[src/rtl/gm64_mem_pkg.sv]
// gm64_mem_pkg
//   Shared definitions for the clkRAM-domain memory arbiter: FSM state
//   encoding, owner codes and the read data returned when the memory
//   controller hangs.
package gm64_mem_pkg;

    typedef enum logic [2:0] {
        ST_IDLE      = 3'd0,
        ST_ISSUE     = 3'd1,
        ST_WAIT_BUSY = 3'd2,
        ST_WAIT_DONE = 3'd3,
        ST_ACK       = 3'd4
    } arb_state_t;

    localparam logic OWN_CPU = 1'b0;
    localparam logic OWN_VIC = 1'b1;

    // Returned to the owner when a transaction times out.
    localparam logic [7:0] RD_TIMEOUT_DATA = 8'hFF;

endpackage

[src/rtl/mem_arbiter_if.sv]
// mem_arbiter_if
//   Bundles the CPU, VIC and memCtrl sides of the memory arbiter.
//
//   Handshake: a requester raises *_req and holds addr/we/wdata stable until
//   it sees *_ack. *_ack is a one-cycle pulse marking completion (rdata is
//   valid in that cycle); the requester drops *_req at the edge where it
//   sees ack. mc_ce is a one-cycle start strobe; mc_busy high then low marks
//   the controller's completion, with mc_rdata valid when mc_busy falls.
//
//   Modports:
//     master - arbiter side (drives acks, rdata, mc_* and status)
//     slave  - requester/controller side
interface mem_arbiter_if #(
    parameter int ADDR_W = 16,
    parameter int DATA_W = 8
);
    logic              cpu_req;
    logic              cpu_we;
    logic [ADDR_W-1:0] cpu_addr;
    logic [DATA_W-1:0] cpu_wdata;
    logic              cpu_ack;
    logic [DATA_W-1:0] cpu_rdata;

    logic              vic_req;
    logic [ADDR_W-1:0] vic_addr;
    logic              vic_ack;
    logic [DATA_W-1:0] vic_rdata;

    logic              mc_ce;
    logic              mc_write;
    logic [ADDR_W-1:0] mc_addr;
    logic [3:0]        mc_nbytes;
    logic [DATA_W-1:0] mc_wdata;
    logic [DATA_W-1:0] mc_rdata;
    logic              mc_busy;

    logic              timeout_err;
    logic              owner;

    modport master (
        input  cpu_req, cpu_we, cpu_addr, cpu_wdata, vic_req, vic_addr,
               mc_rdata, mc_busy,
        output cpu_ack, cpu_rdata, vic_ack, vic_rdata, mc_ce, mc_write,
               mc_addr, mc_nbytes, mc_wdata, timeout_err, owner
    );

    modport slave (
        output cpu_req, cpu_we, cpu_addr, cpu_wdata, vic_req, vic_addr,
               mc_rdata, mc_busy,
        input  cpu_ack, cpu_rdata, vic_ack, vic_rdata, mc_ce, mc_write,
               mc_addr, mc_nbytes, mc_wdata, timeout_err, owner
    );

endinterface

[src/rtl/mem_arb_grant.sv]
// mem_arb_grant
//   Grant chooser for the memory arbiter. VIC wins by default; the CPU wins
//   when it is the only requester, or when the VIC has already taken
//   MAX_VIC_STREAK consecutive grants while the CPU was waiting.
//
//   Ports:
//     clkRAM, reset      - clock, asynchronous active-low reset
//     cpu_req, vic_req   - raw requests
//     sample             - arbiter is in IDLE and may grant this cycle
//     grant_any          - a grant happens this cycle (combinational)
//     grant_vic          - 1 = VIC is granted, 0 = CPU (combinational)
module mem_arb_grant #(
    parameter int MAX_VIC_STREAK = 4
) (
    input  logic clkRAM,
    input  logic reset,
    input  logic cpu_req,
    input  logic vic_req,
    input  logic sample,
    output logic grant_any,
    output logic grant_vic
);

    localparam int SW = $clog2(MAX_VIC_STREAK + 1);
    localparam logic [SW-1:0] STREAK_MAX = SW'(MAX_VIC_STREAK);

    logic [SW-1:0] vic_streak;
    logic          cpu_starved;

    always_comb begin
        cpu_starved = cpu_req && (vic_streak == STREAK_MAX);
        grant_any   = sample && (cpu_req || vic_req);
        grant_vic   = vic_req && !cpu_starved;
    end

    // Counts VIC grants taken while the CPU was waiting; saturates so the
    // CPU keeps priority until it is actually served.
    always_ff @(posedge clkRAM or negedge reset) begin
        if (!reset) begin
            vic_streak <= '0;
        end else if (grant_any) begin
            if (!grant_vic) begin
                vic_streak <= '0;
            end else if (cpu_req && (vic_streak != STREAK_MAX)) begin
                vic_streak <= vic_streak + 1'b1;
            end
        end
    end

endmodule

[src/rtl/mem_arbiter.sv]
// mem_arbiter
//   Shares the PSRAM controller between the 6502 CPU and the VIC fetch path.
//   One single-byte transaction at a time: grant in IDLE, strobe mc_ce in
//   ISSUE, wait for mc_busy to rise then fall, return data and pulse the
//   owner's ack. A per-transaction counter aborts a hung controller,
//   returning RD_TIMEOUT_DATA and setting the sticky timeout_err.
//
//   Ports:
//     clkRAM     - RAM clock, all logic on posedge
//     reset      - asynchronous, active-low
//     bus        - CPU / VIC / memCtrl signals (mem_arbiter_if.master)
//     dbg_state  - current FSM state
module mem_arbiter
    import gm64_mem_pkg::*;
#(
    parameter int ADDR_W         = 16,
    parameter int DATA_W         = 8,
    parameter int MAX_VIC_STREAK = 4,
    parameter int TIMEOUT        = 255
) (
    input  logic                clkRAM,
    input  logic                reset,
    mem_arbiter_if.master       bus,
    output arb_state_t          dbg_state
);

    localparam logic [7:0] TMO_LAST = 8'(TIMEOUT - 1);

    arb_state_t        state;
    logic [7:0]        tmo_cnt;
    logic              grant_any;
    logic              grant_vic;

    logic              mc_ce_q;
    logic              mc_write_q;
    logic [ADDR_W-1:0] mc_addr_q;
    logic [DATA_W-1:0] mc_wdata_q;
    logic              cpu_ack_q;
    logic              vic_ack_q;
    logic [DATA_W-1:0] cpu_rdata_q;
    logic [DATA_W-1:0] vic_rdata_q;
    logic              timeout_err_q;
    logic              owner_q;

    logic              in_wait;
    logic              done_tmo;
    logic              done_ok;
    logic [DATA_W-1:0] done_data;

    mem_arb_grant #(
        .MAX_VIC_STREAK(MAX_VIC_STREAK)
    ) u_grant (
        .clkRAM    (clkRAM),
        .reset     (reset),
        .cpu_req   (bus.cpu_req),
        .vic_req   (bus.vic_req),
        .sample    (state == ST_IDLE),
        .grant_any (grant_any),
        .grant_vic (grant_vic)
    );

    // The timeout check wins over a normal completion in the same cycle.
    always_comb begin
        in_wait   = (state == ST_WAIT_BUSY) || (state == ST_WAIT_DONE);
        done_tmo  = in_wait && (tmo_cnt == TMO_LAST);
        done_ok   = (state == ST_WAIT_DONE) && !bus.mc_busy;
        done_data = done_tmo ? DATA_W'(RD_TIMEOUT_DATA) : bus.mc_rdata;
    end

    always_ff @(posedge clkRAM or negedge reset) begin
        if (!reset) begin
            state         <= ST_IDLE;
            tmo_cnt       <= '0;
            mc_ce_q       <= 1'b0;
            mc_write_q    <= 1'b0;
            mc_addr_q     <= '0;
            mc_wdata_q    <= '0;
            cpu_ack_q     <= 1'b0;
            vic_ack_q     <= 1'b0;
            cpu_rdata_q   <= '0;
            vic_rdata_q   <= '0;
            timeout_err_q <= 1'b0;
            owner_q       <= OWN_CPU;
        end else begin
            case (state)
                ST_IDLE: begin
                    if (grant_any) begin
                        owner_q    <= grant_vic ? OWN_VIC : OWN_CPU;
                        mc_write_q <= grant_vic ? 1'b0 : bus.cpu_we;
                        mc_addr_q  <= grant_vic ? bus.vic_addr : bus.cpu_addr;
                        mc_wdata_q <= grant_vic ? '0 : bus.cpu_wdata;
                        mc_ce_q    <= 1'b1;
                        state      <= ST_ISSUE;
                    end
                end
                ST_ISSUE: begin
                    mc_ce_q <= 1'b0;
                    tmo_cnt <= '0;
                    state   <= ST_WAIT_BUSY;
                end
                ST_WAIT_BUSY, ST_WAIT_DONE: begin
                    if (done_tmo || done_ok) begin
                        state <= ST_ACK;
                        if (owner_q == OWN_VIC) begin
                            vic_ack_q   <= 1'b1;
                            vic_rdata_q <= done_data;
                        end else begin
                            cpu_ack_q   <= 1'b1;
                            cpu_rdata_q <= done_data;
                        end
                        if (done_tmo) begin
                            timeout_err_q <= 1'b1;
                        end
                    end else begin
                        tmo_cnt <= tmo_cnt + 8'd1;
                        if ((state == ST_WAIT_BUSY) && bus.mc_busy) begin
                            state <= ST_WAIT_DONE;
                        end
                    end
                end
                ST_ACK: begin
                    cpu_ack_q <= 1'b0;
                    vic_ack_q <= 1'b0;
                    state     <= ST_IDLE;
                end
                default: begin
                    state <= ST_IDLE;
                end
            endcase
        end
    end

    assign bus.mc_ce       = mc_ce_q;
    assign bus.mc_write    = mc_write_q;
    assign bus.mc_addr     = mc_addr_q;
    assign bus.mc_nbytes   = 4'd1;
    assign bus.mc_wdata    = mc_wdata_q;
    assign bus.cpu_ack     = cpu_ack_q;
    assign bus.vic_ack     = vic_ack_q;
    assign bus.cpu_rdata   = cpu_rdata_q;
    assign bus.vic_rdata   = vic_rdata_q;
    assign bus.timeout_err = timeout_err_q;
    assign bus.owner       = owner_q;
    assign dbg_state       = state;

endmodule

[src/flat_wrapper.sv]
// flat-port wrapper written by rule: the top's interface ports become plain ports
module mem_arbiter_flat import gm64_mem_pkg::*;
#(
    parameter int ADDR_W         = 16,
    parameter int DATA_W         = 8,
    parameter int MAX_VIC_STREAK = 4,
    parameter int TIMEOUT        = 255
)
  (clkRAM, reset, dbg_state, bus_cpu_req, bus_cpu_we, bus_cpu_addr, bus_cpu_wdata, bus_vic_req, bus_vic_addr, bus_mc_rdata, bus_mc_busy, bus_cpu_ack, bus_cpu_rdata, bus_vic_ack, bus_vic_rdata, bus_mc_ce, bus_mc_write, bus_mc_addr, bus_mc_nbytes, bus_mc_wdata, bus_timeout_err, bus_owner);
  mem_arbiter_if #(.ADDR_W(ADDR_W), .DATA_W(DATA_W)) bus_i ();
  input  logic clkRAM;
  input  logic reset;
  output arb_state_t dbg_state;
  input wire logic [$bits(bus_i.cpu_req)-1:0] bus_cpu_req;
  input wire logic [$bits(bus_i.cpu_we)-1:0] bus_cpu_we;
  input wire logic [$bits(bus_i.cpu_addr)-1:0] bus_cpu_addr;
  input wire logic [$bits(bus_i.cpu_wdata)-1:0] bus_cpu_wdata;
  input wire logic [$bits(bus_i.vic_req)-1:0] bus_vic_req;
  input wire logic [$bits(bus_i.vic_addr)-1:0] bus_vic_addr;
  input wire logic [$bits(bus_i.mc_rdata)-1:0] bus_mc_rdata;
  input wire logic [$bits(bus_i.mc_busy)-1:0] bus_mc_busy;
  output wire logic [$bits(bus_i.cpu_ack)-1:0] bus_cpu_ack;
  output wire logic [$bits(bus_i.cpu_rdata)-1:0] bus_cpu_rdata;
  output wire logic [$bits(bus_i.vic_ack)-1:0] bus_vic_ack;
  output wire logic [$bits(bus_i.vic_rdata)-1:0] bus_vic_rdata;
  output wire logic [$bits(bus_i.mc_ce)-1:0] bus_mc_ce;
  output wire logic [$bits(bus_i.mc_write)-1:0] bus_mc_write;
  output wire logic [$bits(bus_i.mc_addr)-1:0] bus_mc_addr;
  output wire logic [$bits(bus_i.mc_nbytes)-1:0] bus_mc_nbytes;
  output wire logic [$bits(bus_i.mc_wdata)-1:0] bus_mc_wdata;
  output wire logic [$bits(bus_i.timeout_err)-1:0] bus_timeout_err;
  output wire logic [$bits(bus_i.owner)-1:0] bus_owner;
  assign bus_i.cpu_req = bus_cpu_req;
  assign bus_i.cpu_we = bus_cpu_we;
  assign bus_i.cpu_addr = bus_cpu_addr;
  assign bus_i.cpu_wdata = bus_cpu_wdata;
  assign bus_i.vic_req = bus_vic_req;
  assign bus_i.vic_addr = bus_vic_addr;
  assign bus_i.mc_rdata = bus_mc_rdata;
  assign bus_i.mc_busy = bus_mc_busy;
  assign bus_cpu_ack = bus_i.cpu_ack;
  assign bus_cpu_rdata = bus_i.cpu_rdata;
  assign bus_vic_ack = bus_i.vic_ack;
  assign bus_vic_rdata = bus_i.vic_rdata;
  assign bus_mc_ce = bus_i.mc_ce;
  assign bus_mc_write = bus_i.mc_write;
  assign bus_mc_addr = bus_i.mc_addr;
  assign bus_mc_nbytes = bus_i.mc_nbytes;
  assign bus_mc_wdata = bus_i.mc_wdata;
  assign bus_timeout_err = bus_i.timeout_err;
  assign bus_owner = bus_i.owner;
  mem_arbiter #(.ADDR_W(ADDR_W), .DATA_W(DATA_W), .MAX_VIC_STREAK(MAX_VIC_STREAK), .TIMEOUT(TIMEOUT)) u_core (.clkRAM(clkRAM), .reset(reset), .bus(bus_i), .dbg_state(dbg_state));
endmodule
[config.mk]
export PLATFORM = sky130hd
export DESIGN_NAME = mem_arbiter_flat
export DESIGN_NICKNAME = d
export VERILOG_FILES = /design/src/rtl/gm64_mem_pkg.sv /design/src/rtl/mem_arbiter_if.sv /design/src/rtl/mem_arb_grant.sv /design/src/rtl/mem_arbiter.sv /design/src/flat_wrapper.sv
export SDC_FILE = /design/constraint.sdc
export NUM_CORES = 1
export LEC_CHECK = 0
export CAP_MARGIN = 25
export CORE_AREA = 2 2 79 88
export CTS_CLUSTER_SIZE = 40
export DETAILED_ROUTE_END_ITERATION = 8
export DIE_AREA = 0 0 81 90
export GPL_ROUTABILITY_DRIVEN = 0
export GPL_TIMING_DRIVEN = 0
export PLACE_DENSITY_LB_ADDON = 0.1
export SYNTH_ARGS = -nofsm -noshare
export SYNTH_HDL_FRONTEND = slang
export SYNTH_SLANG_ARGS = --single-unit
[constraint.sdc]
create_clock -name clkRAM -period 2.21 [get_ports clkRAM]
set_input_delay 0.5525 -clock clkRAM [delete_from_list [all_inputs] [get_ports clkRAM]]
set_output_delay 0.5525 -clock clkRAM [all_outputs]
set_load 0.005 [all_outputs]
==> flow_metrics.env <==
export IMPL_status="finished clean"
export IMPL_netlist_area_sq_um=2690
export IMPL_io_pins=107
export IMPL_critPathLaunchType="flop"
export IMPL_worst_pin_slew_ps=663
export IMPL_ys_ff_latch=60
export IMPL_skew_ps=9.41
export IMPL_nets=437
export IMPL_critical_path_buf_inv_count=1
export IMPL_power_density_nw_per_um2=1250
export IMPL_path_clk_slew_ps=70
export IMPL_portBuffers=102
export IMPL_yosysWarningCount=0
export IMPL_fp_dieH_um=90
export IMPL_hold_viol_final=0
export IMPL_cp_max_fo=9
export IMPL_ys_seq_area_share_pct=55.9
export IMPL_pwr_share_comb_pct=42.5
export IMPL_rrSetupSlack_ps=240
export IMPL_clockPowerShare_pct=18.6
export IMPL_crit_family="buffers and inverters"
export IMPL_drcViolationCount=0
export IMPL_clock_latency_ps=340
export IMPL_cts_sinks=60
export IMPL_finalWirelength_um=6990
export IMPL_leakage_nw=1.70
export IMPL_seq_power_share_pct=38.9
export IMPL_cts_max_level=3
export IMPL_grt_pass1_wl_um=11700
export IMPL_slew_limit_headroom_pct=55.8
export IMPL_max_stage_delay_ps=580
export IMPL_antenna_cells=0
export IMPL_cts_made_buffers=9
export IMPL_synth_avg_cell_area_sq_um=10.2
export IMPL_dr_pass1_iters=4
export IMPL_syn2layout_area_growth_pct=49.6
export IMPL_async_flop_share_pct=100
export IMPL_nFillCells=610
export IMPL_drv_slew=0
export IMPL_hold_path_class="in2async"
export IMPL_post_cts_buffers=0
export IMPL_max_freq_mhz=498
export IMPL_final_cells=466
export IMPL_synth_distinct_cells=43
export IMPL_period_minus_slack_ps=2010
export IMPL_overflow=0
export IMPL_placed_cells=450
export IMPL_dieArea_sq_um=7290
export IMPL_hold_buffers=0
export IMPL_std_cell_rows=31
export IMPL_coreArea_sq_um=6440
export IMPL_syn_instance_count=263
export IMPL_setup_viol=0
export IMPL_postRouteAntennaNets=0
export IMPL_crit_arrival_ps=1460
export IMPL_cp_slowest_cell="clkdlybuf4s50_1"
export IMPL_synth_edf_count=0
export IMPL_cts_root_buf="clkbuf_8"
export IMPL_hpwl_um=4910
export IMPL_antenna_found_initial=0
export IMPL_grt_pass1_vias=2415
export IMPL_power_switching_w=0.00171
export IMPL_path_cells="clkdlybuf4s50_1"
export IMPL_grt_use_total_pct=20.8
export IMPL_dieWidth_um=81
export IMPL_required_ps=1660
export IMPL_wl_per_cell_um=15.0
export IMPL_vias=2436
export IMPL_initial_core_util_pct=41.7
export IMPL_post_cts_resized=0
export IMPL_endpoint_kind="output pin"
export IMPL_critPathKind="reg2out"
export IMPL_cts_tree="done"
export IMPL_rsz0062_at_grt="no"
export IMPL_drive_above_1_share_pct=8.33
export IMPL_cts_buffer_depth=2
export IMPL_switching_share_pct=34.2
export IMPL_synth_ff_type="dfrtp_1"
export IMPL_grt_max_degree=34
export IMPL_avgViaCountPerCell=5.23
export IMPL_drv_cap=0
export IMPL_fin_setup_tns_ps=0
export IMPL_peakVddDrop_mv=0.622
export IMPL_intPower_w=0.00330
export IMPL_drt_iter0_drc=143
export IMPL_period_share_pct=90.9
synthesized netlist by cell type (all sizes together) (3+ instances only):
| master | number | share of area [%] |
|---|---|---|
| o21ai | 7 | 1.4 |
| a31oi | 16 | 3.7 |
| or4 | 3 | 0.84 |
| ha | 4 | 1.9 |
| nand2 | 46 | 6.4 |
| nand4 | 3 | 0.93 |
| o211ai | 4 | 1.1 |
| and3 | 4 | 0.93 |
| a22o | 9 | 2.9 |
| buf | 7 | 1.7 |
| nand3 | 9 | 1.7 |
| nor4 | 3 | 0.93 |
| dfrtp | 60 | 56 |
| nor2 | 26 | 3.7 |
| inv | 5 | 0.70 |
| o22a | 16 | 5.2 |
| a21o | 4 | 1.1 |
| clkbuf | 10 | 1.4 |
| a21oi | 4 | 0.74 |
layer usage:
metal  GRT usage, %  part of all wire (%)  vias to the layer above
met5              0                     0                        -
met4           7.91                   1.8                        0
met3           8.43                   8.1                       11
met2           32.1                    47                       77
met1           26.0                    42                     1169
li1               -                     -                     1179
final timing paths:
kind | cells past startpoint | endpoint | start
min in group clkRAM | 1 | u_core.bus.timeout_err | u_core.bus.timeout_err
min | 1 | u_core.tmo_cnt[4] | reset
min reg2reg | 1 | u_core.bus.timeout_err | u_core.bus.timeout_err
max | 1 | dbg_state[0] | u_core.dbg_state[0]
max reg2reg | 6 | u_core.bus.cpu_rdata[6] | u_core.tmo_cnt[0]
max in group asynchronous | 2 | u_core.u_grant.vic_streak[1] | reset
through the flow:
stage | power [W] | util [%] | worst slack [ps] | hold WS (ps) | instance area [sq um]
CTS | 0.00506 | 62.5 | 195 | 261 | 4020
finish | 0.00501 | 62.5 | 202 | 238 | 4020
global placement | 0.00407 | 59.3 | -1410 | 446 | 3820
floorplan | 0.00287 | - | 453 | 257 | 2700
global route | 0.00540 | 62.5 | 37.3 | 293 | 4020
detailed placement | 0.00412 | 59.5 | -90.9 | 450 | 3830
cell usage in the layout, fill, tap and decap left out, types with 2 or more instances in the layout:
| cell | count |
|---|---|
| buf_4 | 4 |
| a22o_1 | 9 |
| nand3_1 | 9 |
| o21ai_0 | 6 |
| nand2b_1 | 2 |
| o22a_1 | 16 |
| a21oi_1 | 4 |
| nor4_1 | 2 |
| inv_1 | 5 |
| nand4_1 | 2 |
| or4_1 | 3 |
| clkdlybuf4s50_1 | 101 |
| o311ai_0 | 2 |
| conb_1 | 4 |
| a31oi_1 | 16 |
| and3_1 | 4 |
| o211ai_1 | 4 |
| clkbuf_1 | 10 |
| nor2b_1 | 2 |
| a21o_1 | 4 |
| clkinvlp_4 | 3 |
| buf_2 | 4 |
| ha_1 | 4 |
| dfrtp_1 | 60 |
| clkbuf_8 | 11 |
| nor2_1 | 25 |
| nand2_1 | 46 |
flip-flops by register name, indices dropped and copies added, names as in the netlist:
signal,count
u_core.bus.owner,1
u_core.dbg_state,3
u_core.bus.mc_addr,16
u_core.bus.timeout_err,1
u_core.bus.vic_ack,1
u_core.bus.mc_wdata,8
u_core.bus.cpu_ack,1
u_core.tmo_cnt,8
u_core.bus.cpu_rdata,8
u_core.bus.mc_write,1
u_core.bus.vic_rdata,8
u_core.bus.mc_ce,1
u_core.u_grant.vic_streak,3
power by group through the flow:
stage	logic [W]	registers, W	clock network, W
floorplan	0.000926	0.00195	0
global placement	0.00211	0.00195	0
detailed placement	0.00215	0.00197	0
CTS	0.00217	0.00195	0.000938
global route	0.00238	0.00202	0.000995
finish	0.00213	0.00195	0.000931
cell type report:
cell class	instances	area, sq um	area share [%]
inverter	5	18.8	0.467
timing repair buffer	103	1040	25.8
tap	82	103	2.55
clock buffer	11	151	3.76
sequential	60	1500	37.3
buffer	17	82.6	2.05
multi-input combinational	183	1090	27.2
clock inverter	5	36.3	0.902
kinds of logic (layout without fill, tap and decap cells):
group / count (synthesis) / in the layout / synth area share, %
AOI/OAI and AO/OA: 70 / 70 / 19.6
adders and majority gates: 4 / 4 / 1.86
buffers and inverters: 22 / 141 / 3.77
DFF: 60 / 60 / 55.9
muxes: 1 / 1 / 0.372
other: 2 / 4 / 0.279
and+or+nand+nor: 104 / 104 / 18.2
Power figures use the tool's default switching activity.
